--- src/rtl/nv_nvdla_mcif_arb_pkg.sv ---
`default_nettype none
// ============================================================================
// Module      : nv_nvdla_mcif_arb_pkg
// Description : Shared defaults and reset constants for the MCIF read-ingress
//               weighted round-robin arbiter and its rotating-priority picker.
//               Contents: default NUM_SRC / PD_W / WT_W / ID_W, reset values,
//               and a modulo-increment helper for source indices.
// Revision    : 1.0 - initial release
// ============================================================================
package nv_nvdla_mcif_arb_pkg;

  localparam int c_NUM_SRC_DEF = 8;
  localparam int c_PD_W_DEF    = 75;
  localparam int c_WT_W_DEF    = 8;
  localparam int c_ID_W_DEF    = 3;

  // Reset values for the output stage and pointer state.
  localparam logic c_RST_VALID  = 1'b0;
  localparam logic c_RST_STICKY = 1'b0;

  // Next index with wrap from n-1 back to 0 (n need not be a power of two).
  function automatic int f_wrap_inc(input int idx, input int n);
    return (idx >= n - 1) ? 0 : idx + 1;
  endfunction

endpackage : nv_nvdla_mcif_arb_pkg
`default_nettype wire

--- src/rtl/nv_nvdla_mcif_rr_pick.sv ---
`default_nettype none
// ============================================================================
// Module      : nv_nvdla_mcif_rr_pick
// Description : Purely combinational rotating-priority picker. Selects the
//               first asserted request at or after i_ptr, wrapping from
//               NUM_SRC-1 to 0.
// Ports       : i_req  - request vector
//               i_ptr  - starting index of the priority rotation
//               o_gnt  - one-hot grant (zero when no request)
//               o_idx  - encoded index of the winner (zero when none)
//               o_any  - at least one request present
// Revision    : 1.0 - initial release
// ============================================================================
module nv_nvdla_mcif_rr_pick #(
  parameter int NUM_SRC = 8,
  parameter int ID_W    = 3
) (
  input  logic [NUM_SRC-1:0] i_req,
  input  logic [ID_W-1:0]    i_ptr,
  output logic [NUM_SRC-1:0] o_gnt,
  output logic [ID_W-1:0]    o_idx,
  output logic               o_any
);

  always_comb begin
    o_gnt = '0;
    o_idx = '0;
    o_any = 1'b0;
    // Walk the ring starting at the pointer; the first hit wins.
    for (int k = 0; k < NUM_SRC; k++) begin
      int j;
      j = int'(i_ptr) + k;
      if (j >= NUM_SRC) j = j - NUM_SRC;
      if (!o_any && i_req[j]) begin
        o_any    = 1'b1;
        o_gnt[j] = 1'b1;
        o_idx    = j[ID_W-1:0];
      end
    end
  end

endmodule : nv_nvdla_mcif_rr_pick
`default_nettype wire

--- src/rtl/nv_nvdla_mcif_read_ig_wrr_arb.sv ---
`default_nettype none
// ============================================================================
// Module      : nv_nvdla_mcif_read_ig_wrr_arb
// Description : Weighted round-robin arbiter on the MCIF read ingress path.
//               Each source gets weight+1 grants per round; a source keeps
//               the pointer (sticky burst) until its credits run out. The
//               winner is registered into a single output stage.
// Ports       : nvdla_core_clk / nvdla_core_rst - clock, sync active-high rst
//               arb_src_vld/pd/rdy  - per-source request streams
//               reg2dp_rd_weight    - per-source weights
//               arb2spt_req_*       - registered granted request
// Revision    : 1.0 - initial release
// ============================================================================
module nv_nvdla_mcif_read_ig_wrr_arb
  import nv_nvdla_mcif_arb_pkg::*;
#(
  parameter int NUM_SRC = c_NUM_SRC_DEF,
  parameter int PD_W    = c_PD_W_DEF,
  parameter int WT_W    = c_WT_W_DEF,
  parameter int ID_W    = c_ID_W_DEF
) (
  input  logic                    nvdla_core_clk,
  input  logic                    nvdla_core_rst,
  input  logic [NUM_SRC-1:0]      arb_src_vld,
  input  logic [NUM_SRC*PD_W-1:0] arb_src_pd,
  output logic [NUM_SRC-1:0]      arb_src_rdy,
  input  logic [NUM_SRC*WT_W-1:0] reg2dp_rd_weight,
  output logic                    arb2spt_req_valid,
  input  logic                    arb2spt_req_ready,
  output logic [PD_W-1:0]         arb2spt_req_pd,
  output logic [ID_W-1:0]         arb2spt_req_src_id
);

  logic [WT_W:0]        r_cred [NUM_SRC];
  logic [ID_W-1:0]      r_ptr;
  logic                 r_sticky;
  logic                 r_out_valid;
  logic [PD_W-1:0]      r_out_pd;
  logic [ID_W-1:0]      r_out_id;

  logic                 w_can_take;
  logic                 w_refill;
  logic                 w_grant;
  logic [NUM_SRC-1:0]   w_elig_cur;
  logic [NUM_SRC-1:0]   w_req;
  logic [NUM_SRC-1:0]   w_gnt;
  logic [ID_W-1:0]      w_idx;
  logic                 w_any;
  logic [WT_W:0]        w_wt_p1    [NUM_SRC];
  logic [WT_W:0]        w_eff_cred [NUM_SRC];
  logic [WT_W:0]        w_win_cred_dec;
  logic                 w_win_last;
  logic [ID_W-1:0]      w_idx_inc;
  logic [ID_W-1:0]      w_ptr_inc;

  assign w_can_take = !r_out_valid | arb2spt_req_ready;

  // Refill happens when someone is requesting but nobody has credit left;
  // the reloaded credits feed the picker in the same cycle.
  assign w_refill = w_can_take & (|arb_src_vld) & ~(|w_elig_cur);

  generate
    for (genvar i = 0; i < NUM_SRC; i++) begin : g_src
      // WT_W+1 bits so a maximum weight reloads 2^WT_W without wrapping.
      assign w_wt_p1[i]    = {1'b0, reg2dp_rd_weight[i*WT_W +: WT_W]} + {{WT_W{1'b0}}, 1'b1};
      assign w_elig_cur[i] = arb_src_vld[i] & (|r_cred[i]);
      assign w_eff_cred[i] = w_refill ? w_wt_p1[i] : r_cred[i];
      assign w_req[i]      = arb_src_vld[i] & (|w_eff_cred[i]);

      always_ff @(posedge nvdla_core_clk) begin
        if (nvdla_core_rst) begin
          r_cred[i] <= '0;
        end else if (w_grant && w_gnt[i]) begin
          r_cred[i] <= w_eff_cred[i] - {{WT_W{1'b0}}, 1'b1};
        end else if (w_refill) begin
          r_cred[i] <= w_wt_p1[i];
        end
      end
    end
  endgenerate

  nv_nvdla_mcif_rr_pick #(
    .NUM_SRC (NUM_SRC),
    .ID_W    (ID_W)
  ) u_pick (
    .i_req (w_req),
    .i_ptr (r_ptr),
    .o_gnt (w_gnt),
    .o_idx (w_idx),
    .o_any (w_any)
  );

  assign w_grant     = w_can_take & w_any & !nvdla_core_rst;
  assign arb_src_rdy = w_grant ? w_gnt : '0;

  assign w_win_cred_dec = w_eff_cred[w_idx] - {{WT_W{1'b0}}, 1'b1};
  assign w_win_last     = (w_win_cred_dec == '0);
  assign w_idx_inc      = ID_W'(f_wrap_inc(int'(w_idx), NUM_SRC));
  assign w_ptr_inc      = ID_W'(f_wrap_inc(int'(r_ptr), NUM_SRC));

  // Pointer parks on the winner while it still has credit; it advances when
  // the credit is exhausted or when the parked source drops its request.
  always_ff @(posedge nvdla_core_clk) begin
    if (nvdla_core_rst) begin
      r_ptr    <= '0;
      r_sticky <= c_RST_STICKY;
    end else if (w_grant) begin
      r_ptr    <= w_win_last ? w_idx_inc : w_idx;
      r_sticky <= !w_win_last;
    end else if (r_sticky && !arb_src_vld[r_ptr]) begin
      r_ptr    <= w_ptr_inc;
      r_sticky <= 1'b0;
    end
  end

  always_ff @(posedge nvdla_core_clk) begin
    if (nvdla_core_rst) begin
      r_out_valid <= c_RST_VALID;
      r_out_pd    <= '0;
      r_out_id    <= '0;
    end else if (w_grant) begin
      r_out_valid <= 1'b1;
      r_out_pd    <= arb_src_pd[int'(w_idx)*PD_W +: PD_W];
      r_out_id    <= w_idx;
    end else if (arb2spt_req_ready) begin
      r_out_valid <= 1'b0;
    end
  end

  assign arb2spt_req_valid  = r_out_valid;
  assign arb2spt_req_pd     = r_out_pd;
  assign arb2spt_req_src_id = r_out_id;

endmodule : nv_nvdla_mcif_read_ig_wrr_arb
`default_nettype wire

--- config.mk ---
export PLATFORM = sky130hd
export DESIGN_NAME = nv_nvdla_mcif_read_ig_wrr_arb
export DESIGN_NICKNAME = d
export VERILOG_FILES = /design/src/rtl/nv_nvdla_mcif_arb_pkg.sv /design/src/rtl/nv_nvdla_mcif_rr_pick.sv /design/src/rtl/nv_nvdla_mcif_read_ig_wrr_arb.sv
export SDC_FILE = /design/constraint.sdc
export NUM_CORES = 1
export LEC_CHECK = 0
export CAP_MARGIN = 20
export CELL_PAD_IN_SITES_DETAIL_PLACEMENT = 1
export CELL_PAD_IN_SITES_GLOBAL_PLACEMENT = 2
export CORE_AREA = 4 4 297 299
export CTS_CLUSTER_DIAMETER = 40
export DETAILED_ROUTE_END_ITERATION = 16
export DIE_AREA = 0 0 301 303
export PLACE_DENSITY = 0.78
export SETUP_SLACK_MARGIN = 0.3
export SYNTH_ARGS = -nofsm -noshare
export SYNTH_HDL_FRONTEND = slang
export SYNTH_SLANG_ARGS = --single-unit
--- constraint.sdc ---
create_clock -name nvdla_core_clk -period 14.05 [get_ports nvdla_core_clk]
set_clock_uncertainty 0.15 [all_clocks]
set_input_delay 2.81 -clock nvdla_core_clk [delete_from_list [all_inputs] [get_ports nvdla_core_clk]]
set_output_delay 2.81 -clock nvdla_core_clk [all_outputs]
set_load 0.01 [all_outputs]
==> results by group, run 1 <==
Logic synthesis
  – Ys async rst share: 0
  – Synth area leader: mux2i_1
  – Synthesis-stage register bit count: 155
  – Share of the synthesized area in the top cell type: 0.150
  – Post-Syn Area: around 17000 um2
  – Synthesized Nets: 2703
  – Synth cell types: 98
  – Synth Instances: 1999
  – Seq/Total Area, Yosys: 0.227
  – Syn. warnings: 0
  – Post-synth EDFFs: slightly above 70
  – Synth area leaders: mux2i_1, edfxtp_1, dfxtp_1, nor2_1, a211o_1
  – Syn Area/Cell: approximately 8.4 um2
  – Synth Flop Type: dfxtp_1

Cells and area
  – Area of the multi-input gates: about 12000 um2
  – Area grow syn2layout: 55.9%
  – Layout cell share with drive strength beyond 1: 0.0666
  – Fill count: approximately 10k
  – FF/Latch Area: 3820 um2
  – Final #Nets: ~3.4k
  – Commonest non-fill, non-tap cells in the layout: clkdlybuf4s50_1, mux2i_1, nor2_1, nand2_1, o22ai_1
  – Commonest non-fill, non-tap cell in the layout: clkdlybuf4s50_1
  – Final Core Density: 0.308

Worst setup path
  – R2R Setup Slk: between 5 and 6 ns
  – Worst path cell trace: clkdlybuf4s50_1 -> nor2b_1 -> a2111oi_4 -> nand4_4 -> buf_4 -> buf_4 -> nor2_1 -> a21oi_1 -> ha_1 -> a41oi_1 -> mux2i_2 -> mux2i_1 -> a221o_1 -> and4b_1 -> nand4_2 -> nor3_1 -> a221oi_1 -> o21ai_1 -> nand2_1 -> inv_1 -> clkdlybuf4s50_1
  – Setup CP Type: input pin to output pin
  – R2r startpoint: r_cred[0][4]$_DFFE_PP_
  – Worst path max stage delay: 0.92 ns
  – Crit path DAT: 10.14 ns
  – Startpoint Class: input pin
  – Crit path max-delay family: simple AND/OR/NAND/NOR gates
  – Crit Reg-Reg Endpoint: arb2spt_req_pd[28]$_SDFFE_PP0P_
  – Critical path endpoint category: output pin
  – R2R cell count: 24
  – Crit-path max FO: 39
  – WP data required: 11.09 ns
  – CP max-delay cell: nor2b_1
  – Buf/Inv on CP: 5

Global routing
  – Initial antenna violation count: 101
  – First-pass GRT wire length: 154000 um
  – Tot GR Track Use: 0.240
  – Largest net degree at the start of global routing: between 100 and 150
  – Vias in the first global route: 19.3k
  – Global route total overflow: 0

Clock tree
  – H-tree levels: 4
  – CTS tree: done
  – Clock tree buffer depth: 2
  – Worst-path clk slew: 0.08 ns
  – Setup Buffers After CTS: 0
  – Hold buffers post-CTS: 0
  – Sink Count: 155
  – Cts repair resizes: 0
  – TritonCTS buffer count: 17
  – CTS root buffer: clkbuf_16
  – Worst-Skew Late Latency: 0.50 ns

Hold path
  – Hold Path Stages: 1
  – Hold crit path type: flop to flop
  – Worst Hold End: arb2spt_req_src_id[2]$_SDFFE_PP0P_
  – Hold path startpoint: arb2spt_req_src_id[2]$_SDFFE_PP0P_

Place
  – Port bufs: 761
  – Final HPWL DP: 97700 um
  – Placer Congestion: about 0.95

Routing
  – Routed wire length: 115000 um
  – Total iterations of the first detailed-routing run: 5
  – WL per Instance: about 30 um
  – Detail Route Antenna Nets: 0
  – Iter 0 DRT Violations: around 1.4k
  – Vias per std cell: 5.11
  – Via count: 19.8k
  – Drt drc: 0

Power
  – Pwr per Cell Area: between 150 and 200 nW/um2
  – Static leakage: 9.87 nW
  – Worst vdd rail ir drop: 0.288 mV

Floorplan
  – Die Height: just over 300 um
  – Die width: 301 um
  – Die ar.: 91200 um2
  – Initial core utilization: 0.198
  – I/O pin cnt: 762
  – Cell Rows: 107
  – Core footprint: between 80000 and 90000 um2

STA
  – Final number of hold-violating endpoints: 0
  – Slew margin rel.: 0.206
  – Least-Margin Pin Slew: roughly 1.2 ns
  – Minimum clock period: 13.10 ns
  – Highest clock rate: 76.3 MHz
  – Total Neg Setup Slack: 0 ns
  – Tcrit/Tclk final: 0.933
  – RSZ-0062 raised after global routing: false
  – Count of final setup violators: 0
  – Max-slew violation count: 0

Run
  – Max cap viols: 0

Run status
  – Outcome: completed
[where the power goes]
part / leakage (nW) / switching (W) / internal (W) / total, W
logic: 8.12 / 0.00216 / 0.00173 / 0.00389
clock network: 0.296 / 0.000274 / 0.000243 / 0.000516
registers: 1.45 / 0.000113 / 0.000668 / 0.000781
total: 9.87 / 0.00255 / 0.00264 / 0.00518
[layout make-up]
type                       count  area share
tap                         1144      0.0546
clock inverter                15     0.00754
clock buffer                  17      0.0162
antenna                       38     0.00363
timing repair buffer         804       0.305
sequential                   155       0.146
multi-input combinational   1670       0.463
inverter                      25     0.00358
[per-stage QoR]
step | hold WS, ns | setup WS, ns | total power, W | cells | instance area (um2)
2_1_floorplan | 0.335 | 3.11 | 0.00349 | 1999 | 16800
3_3_place_gp | 0.291 | 1.30 | 0.00464 | 3797 | 25500
3_5_place_dp | 0.299 | 1.12 | 0.00466 | 3798 | 25500
4_1_cts | 0.317 | 1.11 | 0.00521 | 3830 | 26100
5_1_grt | 0.332 | 0.554 | 0.00550 | 3850 | 26200
6_report | 0.312 | 0.946 | 0.00518 | 3868 | 26200
[cell families (layout without fill, tap and decap cells)]
group	after synthesis	after routing	share of synthesized area
buf+inv	174	861	0.0540
xor+xnor	113	113	0.0588
compound gates	559	559	0.239
simple gates	614	614	0.175
other cells	0	38	0
mux	355	355	0.225
fa+ha+maj	29	29	0.0216
flops	155	155	0.227
[synthesized netlist by cell type (all sizes together), types with 6 or more instances]
master	number
o2111ai	6
nand4	24
and4	13
mux4	8
dfxtp	83
a21o	9
inv	24
o21ai	74
o211ai	11
nor4	15
xnor2	67
a21oi	61
xor2	46
ha	29
and2	8
a211oi	86
nor2b	8
buf	89
mux2	92
a221oi	6
and3	22
nor3	39
or3	11
o31ai	30
o22ai	89
or4	9
nand2	143
edfxtp	72
clkbuf	60
nand3	79
nor2	206
mux2i	255
a31oi	27
a41oi	7
a211o	84
nand2b	10
[worst reg2reg max path, cell delays in order (launching register included)]
cell and delay, ns:
edfxtp_1 0.47, nor4_1 0.71, nand3_1 0.37, a2111oi_4 0.56
nand4_4 0.36, a21oi_1 0.44, ha_1 0.26, nor3b_1 0.43
nand2b_1 0.14, or2_1 0.28, a22o_1 0.21, a2111oi_0 0.37
a31oi_1 0.17, a221o_1 0.44, and4b_1 0.42, nand4_2 0.21
nor3_2 0.25, nor3_4 0.13, buf_4 0.28, buf_4 0.19
and2_1 0.26, nand2_4 0.52, buf_4 0.60, o22ai_1 0.37
a211o_1 0.31
[state kept, by name (all words and copies together) (netlist names)]
name,count
arb2spt_req_pd,75
arb2spt_req_src_id,3
arb2spt_req_valid,1
r_cred,72
r_ptr,3
r_sticky,1
[how the worst max path moves through the flow]
stage | startpoint | endpoint | slack [ns] | cells after the start
floorplan | arb_src_vld[0] | arb_src_rdy[1] | 3.11 | 22
global placement | arb2spt_req_ready | arb_src_rdy[3] | 1.30 | 21
detailed placement | arb2spt_req_ready | arb_src_rdy[0] | 1.12 | 21
CTS | arb2spt_req_ready | arb_src_rdy[0] | 1.11 | 21
global route | arb2spt_req_ready | arb_src_rdy[0] | 0.55 | 21
finish | arb2spt_req_ready | arb_src_rdy[3] | 0.95 | 21
[metal layers]
layer / vias up / share of wire / global-route usage
met5: - / 0.0037 / 0
met4: 68 / 0.036 / 0.100
met3: 191 / 0.11 / 0.102
met2: 815 / 0.47 / 0.388
met1: 9608 / 0.39 / 0.279
li1: 9095 / - / -
Note: power is estimated with default switching activity, not from simulation.
==> inputs of run 2 (changes only) <==
--- a/config.mk
+++ b/config.mk
@@ -12,6 +12,7 @@
 export CTS_CLUSTER_DIAMETER = 40
 export DETAILED_ROUTE_END_ITERATION = 16
 export DIE_AREA = 0 0 301 303
+export GPL_ROUTABILITY_DRIVEN = 0
 export PLACE_DENSITY = 0.78
 export SETUP_SLACK_MARGIN = 0.3
 export SYNTH_ARGS = -nofsm -noshare
==> constraint.sdc (replaced) <==
create_clock -name nvdla_core_clk -period 14.05 [get_ports nvdla_core_clk]
set_clock_uncertainty 0.15 [all_clocks]
set_input_delay 2.81 -clock nvdla_core_clk [delete_from_list [all_inputs] [get_ports nvdla_core_clk]]
set_output_delay 2.81 -clock nvdla_core_clk [all_outputs]
set_load 0.05 [all_outputs]
==> run 2 against run 1 <==
Compared with the run above:
- clock power is 2% higher
- critical path depth is the same
- sequential power up 0.6%
- fmax increased by 0.88%
- register-to-register slack gained 0.16 ns
- combinational power up 6.4%
- cell count about the same
- global-route usage is 0.11 points lower
- sequential share of layout area about the same
- worst hold slack worse by 0.00093 ns
- critical path type unchanged
- design area shrank 0.14%
- core utilization about the same
==> results by group, run 2 (same netlist as run 1, synthesis figures left out) <==
Global routing
  – Largest net degree at the start of global routing: 152 (+15%)
  – Tot GR Track Use: 0.239 (-0.00112)
  – Initial antenna violation count: 95 (-5.9%)
  – First-pass GRT wire length: 154000 um (-0.26%)
  – Global route total overflow: 0 (unchanged)
  – Vias in the first global route: 19.3k (+0.13%)

Clock tree
  – CTS root buffer: clkbuf_16
  – Clock tree buffer depth: 2 (unchanged)
  – Worst-path clk slew: 0.08 ns (about the same)
  – Sink Count: 155 (unchanged)
  – Setup Buffers After CTS: 0 (unchanged)
  – CTS tree: done
  – TritonCTS buffer count: 17 (unchanged)
  – Cts repair resizes: 0 (unchanged)
  – Worst-Skew Late Latency: 0.49 ns (about the same)
  – Hold buffers post-CTS: 0 (unchanged)
  – H-tree levels: 4 (unchanged)

Worst setup path
  – Critical path endpoint category: output pin
  – R2R Setup Slk: 5.19 ns (+0.16 ns)
  – Startpoint Class: input pin
  – CP max-delay cell: clkdlybuf4s50_1
  – WP data required: 11.09 ns (about the same)
  – Crit-path max FO: 35 (-10%)
  – Setup CP Type: input pin to output pin
  – Crit path DAT: 10.03 ns (-0.11 ns)
  – Worst path cell trace: clkdlybuf4s50_1 -> inv_1 -> nor4bb_1 -> o221a_2 -> nand4_4 -> buf_4 -> a21oi_1 -> ha_1 -> inv_1 -> or3_1 -> and2_1 -> mux2i_1 -> mux2i_1 -> a221o_1 -> and4b_1 -> nand4_2 -> nor3_1 -> a221oi_1 -> a211o_2 -> inv_2 -> clkdlybuf4s50_1
  – Worst path max stage delay: 0.81 ns (-0.11 ns)
  – R2R cell count: 22 (-8.3%)

Hold path
  – Hold Path Stages: 1 (unchanged)
  – Hold crit path type: flop to flop

Floorplan
  – Initial core utilization: 0.198 (unchanged)
  – Die width: 301 um (unchanged)
  – I/O pin cnt: 762 (unchanged)
  – Cell Rows: 107 (unchanged)
  – Die ar.: 91200 um2 (unchanged)
  – Core footprint: 85100 um2 (unchanged)
  – Die Height: 303 um (unchanged)

Cells and area
  – Layout cell share with drive strength beyond 1: 0.0657 (-0.000897)
  – Largest register FFs: 75 (unchanged)
  – Final Core Density: 0.308 (-0.000441)
  – Final non-filler cell total: 3867 (-0.026%)
  – Commonest non-fill, non-tap cells in the layout: clkdlybuf4s50_1, mux2i_1, nor2_1, nand2_1, o22ai_1
  – Commonest non-fill, non-tap cell in the layout: clkdlybuf4s50_1
  – Area grow syn2layout: 55.6%
  – Final #Nets: 3368 (-0.27%)

STA
  – Total Neg Setup Slack: 0 ns (unchanged)
  – Least-Margin Pin Slew: 1.08 ns (-0.108 ns)
  – Final number of hold-violating endpoints: 0 (unchanged)
  – Max-slew violation count: 0 (unchanged)
  – Minimum clock period: 12.99 ns (-0.114 ns)
  – Slew margin rel.: 0.276 (+0.0709)
  – Count of final setup violators: 0 (unchanged)
  – RSZ-0062 raised after global routing: false
  – Highest clock rate: 77.0 MHz (+0.88%)
  – Tcrit/Tclk final: 0.925 (-0.00810)

Power
  – Total Power: 0.00545 W (+5.1%)
  – Worst vdd rail ir drop: 0.306 mV (+6.5%)
  – Static leakage: 9.84 nW (-0.27%)
  – Pwr per Cell Area: 208 nW/um2 (+5.3%)

Place
  – Port bufs: 761 (unchanged)
  – Final HPWL DP: 96500 um (-1.2%)
  – Inst Count DP: 3789 (-0.24%)

Routing
  – WL per Instance: 29.7 um (-0.31%)
  – Detail Route Antenna Nets: 0 (unchanged)
  – Iter 0 DRT Violations: 1492 (+4.1%)
  – Vias per std cell: 5.09 (-0.50%)
  – Drt drc: 0 (unchanged)
  – Routed wire length: 115000 um (-0.33%)
  – Via count: 19.7k (-0.53%)
  – Total iterations of the first detailed-routing run: 5 (unchanged)

Run
  – Max cap viols: 0 (unchanged)

Run status
  – Outcome: completed
==> run 2: changes by cell type in the layout (fill, tap and decap cells not counted), sizes merged <==
cell           previous run  this run
diode                    38        46
clkdlybuf4s50           761       755
buf                      43        40
clkinv                   10         8
inv                      29        31
==> run 2: worst max-delay path: cells and delay by family <==
| kind | cells | cell delay, ns |
|---|---|---|
| AND/OR/NAND/NOR | 7 | 2.35 |
| AO/OA/AOI/OAI | 5 | 1.85 |
| adder cells (fa/ha/maj) | 1 | 0.25 |
| buffers and inverters | 6 | 2.07 |
| multiplexers | 2 | 0.67 |
==> run 2: cell type report <==
| cell class | count | area (um2) |
|---|---|---|
| fill | 10100 | 59000 |
| clock inverter | 15 | 193 |
| inverter | 25 | 93.8 |
| sequential | 155 | 3820 |
| multi-input combinational | 1670 | 12100 |
| timing repair buffer | 795 | 7960 |
| tap | 1144 | 1430 |
| antenna | 46 | 115 |
| clock buffer | 17 | 425 |
==> run 2: per-layer routing <==
layer  up-vias  global-route usage  wire, um
met5         -                   0       395
met4        64               0.111      5150
met3       205               0.102     12200
met2       788               0.380     52300
met1      9533               0.278     45000
li1       9083                   -         -
==> run 2: worst paths after layout <==
| path | start | end |
|---|---|---|
| hold reg to reg | arb2spt_req_src_id[2]$_SDFFE_PP0P_ | arb2spt_req_src_id[2]$_SDFFE_PP0P_ |
| setup reg to reg | r_cred[0][4]$_DFFE_PP_ | arb2spt_req_pd[32]$_SDFFE_PP0P_ |
| hold / removal | arb2spt_req_src_id[2]$_SDFFE_PP0P_ | arb2spt_req_src_id[2]$_SDFFE_PP0P_ |
| setup / recovery | arb_src_vld[2] | arb_src_rdy[2] |
==> run 2: stage by stage <==
stage          setup WS (ns)  area (um2)  hold slack [ns]
3_3_place_gp            1.28       25500            0.289
5_1_grt                0.599       26100            0.324
4_1_cts                 1.14       26100            0.317
2_1_floorplan           2.88       16800            0.387
6_report                1.06       26200            0.311
3_5_place_dp            1.16       25500            0.298
==> run 2: report_power, final <==
| group | switching (W) | internal, W |
|---|---|---|
| Combinational | 0.00244 | 0.00170 |
| Sequential | 0.000118 | 0.000668 |
| Clock | 0.000283 | 0.000243 |
| Total | 0.00284 | 0.00261 |
==> inputs of run 3 (changes only) <==
--- a/config.mk
+++ b/config.mk
@@ -8,13 +8,14 @@
 export CAP_MARGIN = 20
 export CELL_PAD_IN_SITES_DETAIL_PLACEMENT = 1
 export CELL_PAD_IN_SITES_GLOBAL_PLACEMENT = 2
-export CORE_AREA = 4 4 297 299
+export CORE_AREA = 4 4 295 297
 export CTS_CLUSTER_DIAMETER = 40
 export DETAILED_ROUTE_END_ITERATION = 16
-export DIE_AREA = 0 0 301 303
+export DIE_AREA = 0 0 299 301
 export GPL_ROUTABILITY_DRIVEN = 0
-export PLACE_DENSITY = 0.78
+export PLACE_DENSITY = 0.74
 export SETUP_SLACK_MARGIN = 0.3
 export SYNTH_ARGS = -nofsm -noshare
 export SYNTH_HDL_FRONTEND = slang
+export SYNTH_HIERARCHICAL = 1
 export SYNTH_SLANG_ARGS = --single-unit
==> run 3 against run 2 <==
Compared with the run above:
- worst hold slack about the same
- highest routed layer unchanged
- synthesized cell count down 16%
- register-to-register slack worse by 1.6 ns
- routed wire length down 4.0%
- global-route usage down 0.44 points
- via count down 5.2%
- design area down 4.0%
- sequential share of layout area up 0.62 points
- cell count down 7.9%
- critical endpoint is now arb_src_rdy[4]
- largest power group unchanged
- count of clock-buffer cells in the layout unchanged
- critical path depth unchanged
==> results by group, run 3 <==
Power
  – P_sw: 0.00285 W (+0.51%)
  – Clock power frac: 0.088 (-0.009)
  – Comb pwr share: 0.780 (+0.021)
  – Total Power: 0.00560 W (+2.8%)
  – Worst vdd rail ir drop: 0.161 mV (-48%)
  – Static leakage: 8.72 nW (-11%)
  – Internal: 0.00275 W (+5.2%)
  – Pwr per Cell Area: 223 nW/um2 (+7.1%)
  – Sw frac: 0.509 (-0.0113)
  – Sequential fraction of design power: 0.133 (-0.011)

Logic synthesis
  – Seq/Total Area, Yosys: 0.245 (+0.0181)
  – Share of the synthesized area in the top cell type: 0.233 (+0.0828)
  – Commonest cells in the netlist: nand2_1, mux4_2, nor2_1, nand3_1
  – Synth area leaders: mux4_2, edfxtp_1, dfxtp_1, nand2_1, a311oi_1
  – Syn Area/Cell: 9.26 um2 (+10%)
  – Synth Flop Type: dfxtp_1
  – Synthesized Nets: 2387 (-12%)
  – Post-synth EDFFs: 72 (unchanged)
  – Synth Area in Adders: 0.0233 (+0.00172)
  – Ys async rst share: 0 (unchanged)
  – Compound-Gate Fraction of Synth Area: 0.155 (-0.0833)
  – Syn. warnings: 6 (+6)
  – XOR/XNOR Fraction of Synth Area: 0.0630 (+0.00413)
  – Synth Area in Simple Gates: 0.196 (+0.0205)
  – Count leader, synth: nand2_1
  – Synth area leader: mux4_2
  – Post-synthesis mux area share: 0.277 (+0.0523)
  – Largest family of logic cells by synthesized area: multiplexers
  – Synth cell types: 86 (-12%)
  – Post-Syn Area: 15600 um2 (-7.4%)
  – Synth Instances: 1683 (-16%)
  – Synthesis-stage register bit count: 155 (unchanged)

Global routing
  – Vias in the first global route: 19.3k (-0.15%)
  – Met3 usage: 0.0818 (-0.0200)
  – Global route total overflow: 0 (unchanged)
  – Largest net degree at the start of global routing: 98 (-36%)
  – Met1 usage: 0.268 (-0.0104)
  – Gr busiest metal: met2
  – First-pass GRT wire length: 150000 um (-2.4%)
  – GRT met2 Usage: 0.402 (+0.0223)
  – Tot GR Track Use: 0.234 (-0.00440)
  – Initial antenna violation count: 84 (-12%)

Worst setup path
  – Worst path max stage delay: 0.83 ns (+0.02 ns)
  – Critical path endpoint category: output pin
  – R2R cell count: 25 (+14%)
  – R2R Setup Slk: 3.58 ns (-1.61 ns)
  – R2r startpoint: r_cred[0][0]$_DFFE_PP_
  – WP data required: 11.09 ns (about the same)
  – Setup CP Type: input pin to output pin
  – CP max-delay cell: or3_4
  – Crit path max-delay family: simple AND/OR/NAND/NOR gates
  – Buf/Inv on CP: 3 (-3)
  – Crit-path max FO: 45 (+29%)
  – Crit path DAT: 10.29 ns (+0.26 ns)
  – Worst path cell trace: clkdlybuf4s50_1 -> nand2b_1 -> nand4_1 -> or3_4 -> mux2_2 -> ha_1 -> nand2_1 -> or3b_1 -> nor2_1 -> a21boi_0 -> mux2i_1 -> mux4_2 -> nand3_2 -> a211o_1 -> nor2_1 -> nand3_1 -> nand2_1 -> nor2_1 -> nand2_1 -> inv_1 -> buf_12
  – Crit Reg-Reg Endpoint: r_ptr[0]$_SDFFE_PP0P_
  – Startpoint Class: input pin

Place
  – Final HPWL DP: 93100 um (-3.5%)
  – Port bufs: 761 (unchanged)

STA
  – Least-Margin Pin Slew: 1.20 ns (+0.123 ns)
  – Total Neg Setup Slack: 0 ns (unchanged)
  – Highest clock rate: 75.5 MHz (-2.0%)
  – Slew margin rel.: 0.194 (-0.0821)
  – Minimum clock period: 13.25 ns (+0.261 ns)
  – Final number of hold-violating endpoints: 0 (unchanged)
  – Max-slew violation count: 0 (unchanged)
  – Count of final setup violators: 0 (unchanged)
  – RSZ-0062 raised after global routing: false
  – Tcrit/Tclk final: 0.943 (+0.0186)
  – WHS: 0.311 ns (-0.000210 ns)

Floorplan
  – Die width: 299 um (-0.66%)
  – Core footprint: 84600 um2 (-0.63%)
  – Die Height: 301 um (-0.66%)
  – Initial core utilization: 0.184 (-0.0134)
  – I/O pin cnt: 762 (unchanged)
  – Cell Rows: 107 (unchanged)
  – Die ar.: 90000 um2 (-1.3%)

Routing
  – Drt drc: 0 (unchanged)
  – Via count: 18.6k (-5.2%)
  – Vias per std cell: 5.23 (+2.9%)
  – Routed wire length: 110000 um (-4.0%)
  – WL per Instance: 31.0 um (+4.2%)
  – Iter 0 DRT Violations: 1592 (+6.7%)
  – Detail Route Antenna Nets: 0 (unchanged)
  – Total iterations of the first detailed-routing run: 6 (+1)

Cells and area
  – Layout cell share with drive strength beyond 1: 0.113 (+0.0474)
  – Commonest non-fill, non-tap cells in the layout: clkdlybuf4s50_1, nand2_1, mux4_2, nor2_1, nand3_1
  – Final Core Density: 0.297 (-0.0106)
  – Area grow syn2layout: 61.3%
  – Final #Nets: 3069 (-8.9%)
  – Commonest non-fill, non-tap cell in the layout: clkdlybuf4s50_1
  – Largest register FFs: 75 (unchanged)

Clock tree
  – Worst-path clk slew: 0.07 ns (about the same)
  – Hold buffers post-CTS: 0 (unchanged)
  – Cts repair resizes: 0 (unchanged)
  – Setup Buffers After CTS: 0 (unchanged)
  – Worst-Skew Late Latency: 0.49 ns (about the same)
  – H-tree levels: 4 (unchanged)
  – TritonCTS buffer count: 17 (unchanged)
  – Clock tree buffer depth: 2 (unchanged)
  – CTS root buffer: clkbuf_16
  – CTS tree: done
  – Sink Count: 155 (unchanged)

Run status
  – Outcome: completed

Hold path
  – Hold Path Stages: 2 (+1)
  – Worst Hold End: arb2spt_req_src_id[2]$_SDFFE_PP0P_
  – Hold crit path type: flop to flop
  – Hold path startpoint: arb2spt_req_src_id[2]$_SDFFE_PP0P_

Run
  – Max cap viols: 0 (unchanged)
-- run 3: how the worst max path moves through the flow --
stage / startpoint / endpoint / slack [ns] / cells past startpoint
finish: arb2spt_req_ready / arb_src_rdy[4] / 0.80 / 21
global placement: arb2spt_req_ready / arb_src_rdy[4] / 1.40 / 21
detailed placement: arb2spt_req_ready / arb_src_rdy[4] / 1.01 / 21
CTS: arb2spt_req_ready / arb_src_rdy[4] / 0.97 / 21
floorplan: arb_src_vld[5] / arb_src_rdy[1] / 3.37 / 21
global route: arb2spt_req_ready / arb_src_rdy[4] / 0.41 / 21
-- run 3: logic make-up (layout without fill, tap and decap cells) --
family,Yosys count,after routing
other,0,40
muxes,225,225
AOI/OAI and AO/OA,341,341
and+or+nand+nor,668,668
DFF,155,155
buffers and inverters,153,848
xor gates and xnor gates,112,112
adders and majority gates,29,29
-- run 3: cell type report --
| class | count | area [um2] |
|---|---|---|
| Antenna cell | 40 | 100 |
| Clock buffer | 17 | 425 |
| Clock inverter | 15 | 141 |
| Fill cell | 9803 | 59500 |
| Inverter | 23 | 87.6 |
| Multi-Input combinational cell | 1375 | 11200 |
| Sequential cell | 155 | 3820 |
| Tap cell | 1144 | 1430 |
| Timing Repair Buffer | 793 | 7950 |
-- run 3: worst reg2reg max path, cell delays in order (launching register included) --
cell       delay (ns)
edfxtp_1         0.46
or4_1            0.62
o41ai_1          0.31
nand4_1          0.58
or3_1            0.75
buf_4            0.30
a21oi_1          0.34
ha_1             0.29
nand2_1          0.12
a2111oi_2        0.40
a21boi_0         0.37
mux4_2           0.62
mux2i_1          0.42
nand2_1          0.28
a21oi_1          0.81
a221o_1          0.32
a22o_4           0.48
clkinv_2         0.76
and2_1           0.39
a32oi_1          0.16
o2111ai_1        0.15
o41ai_2          0.15
o221ai_1         0.38
o2111a_1         0.40
a31oi_1          0.18
and3b_1          0.18
-- run 3: routing by layer --
layer	vias up	wire [um]
li1	7953	-
met1	9443	41200
met2	1009	54000
met3	205	10400
met4	36	4560
met5	-	238
-- run 3: power by group through the flow --
stage               clock (W)  sequential [W]  combinational (W)
floorplan                   0         0.00102            0.00267
global placement            0        0.000743            0.00430
detailed placement          0        0.000747            0.00434
CTS                  0.000504        0.000739            0.00436
global route         0.000517        0.000756            0.00463
finish               0.000490        0.000742            0.00437
-- run 3: metrics by stage --
step / setup slack, ns / instances / area (um2)
global placement: 1.40 / 3489 / 24400
global route: 0.414 / 3536 / 25100
floorplan: 3.37 / 1683 / 15600
detailed placement: 1.01 / 3489 / 24400
CTS: 0.974 / 3521 / 25000
finish: 0.800 / 3562 / 25100
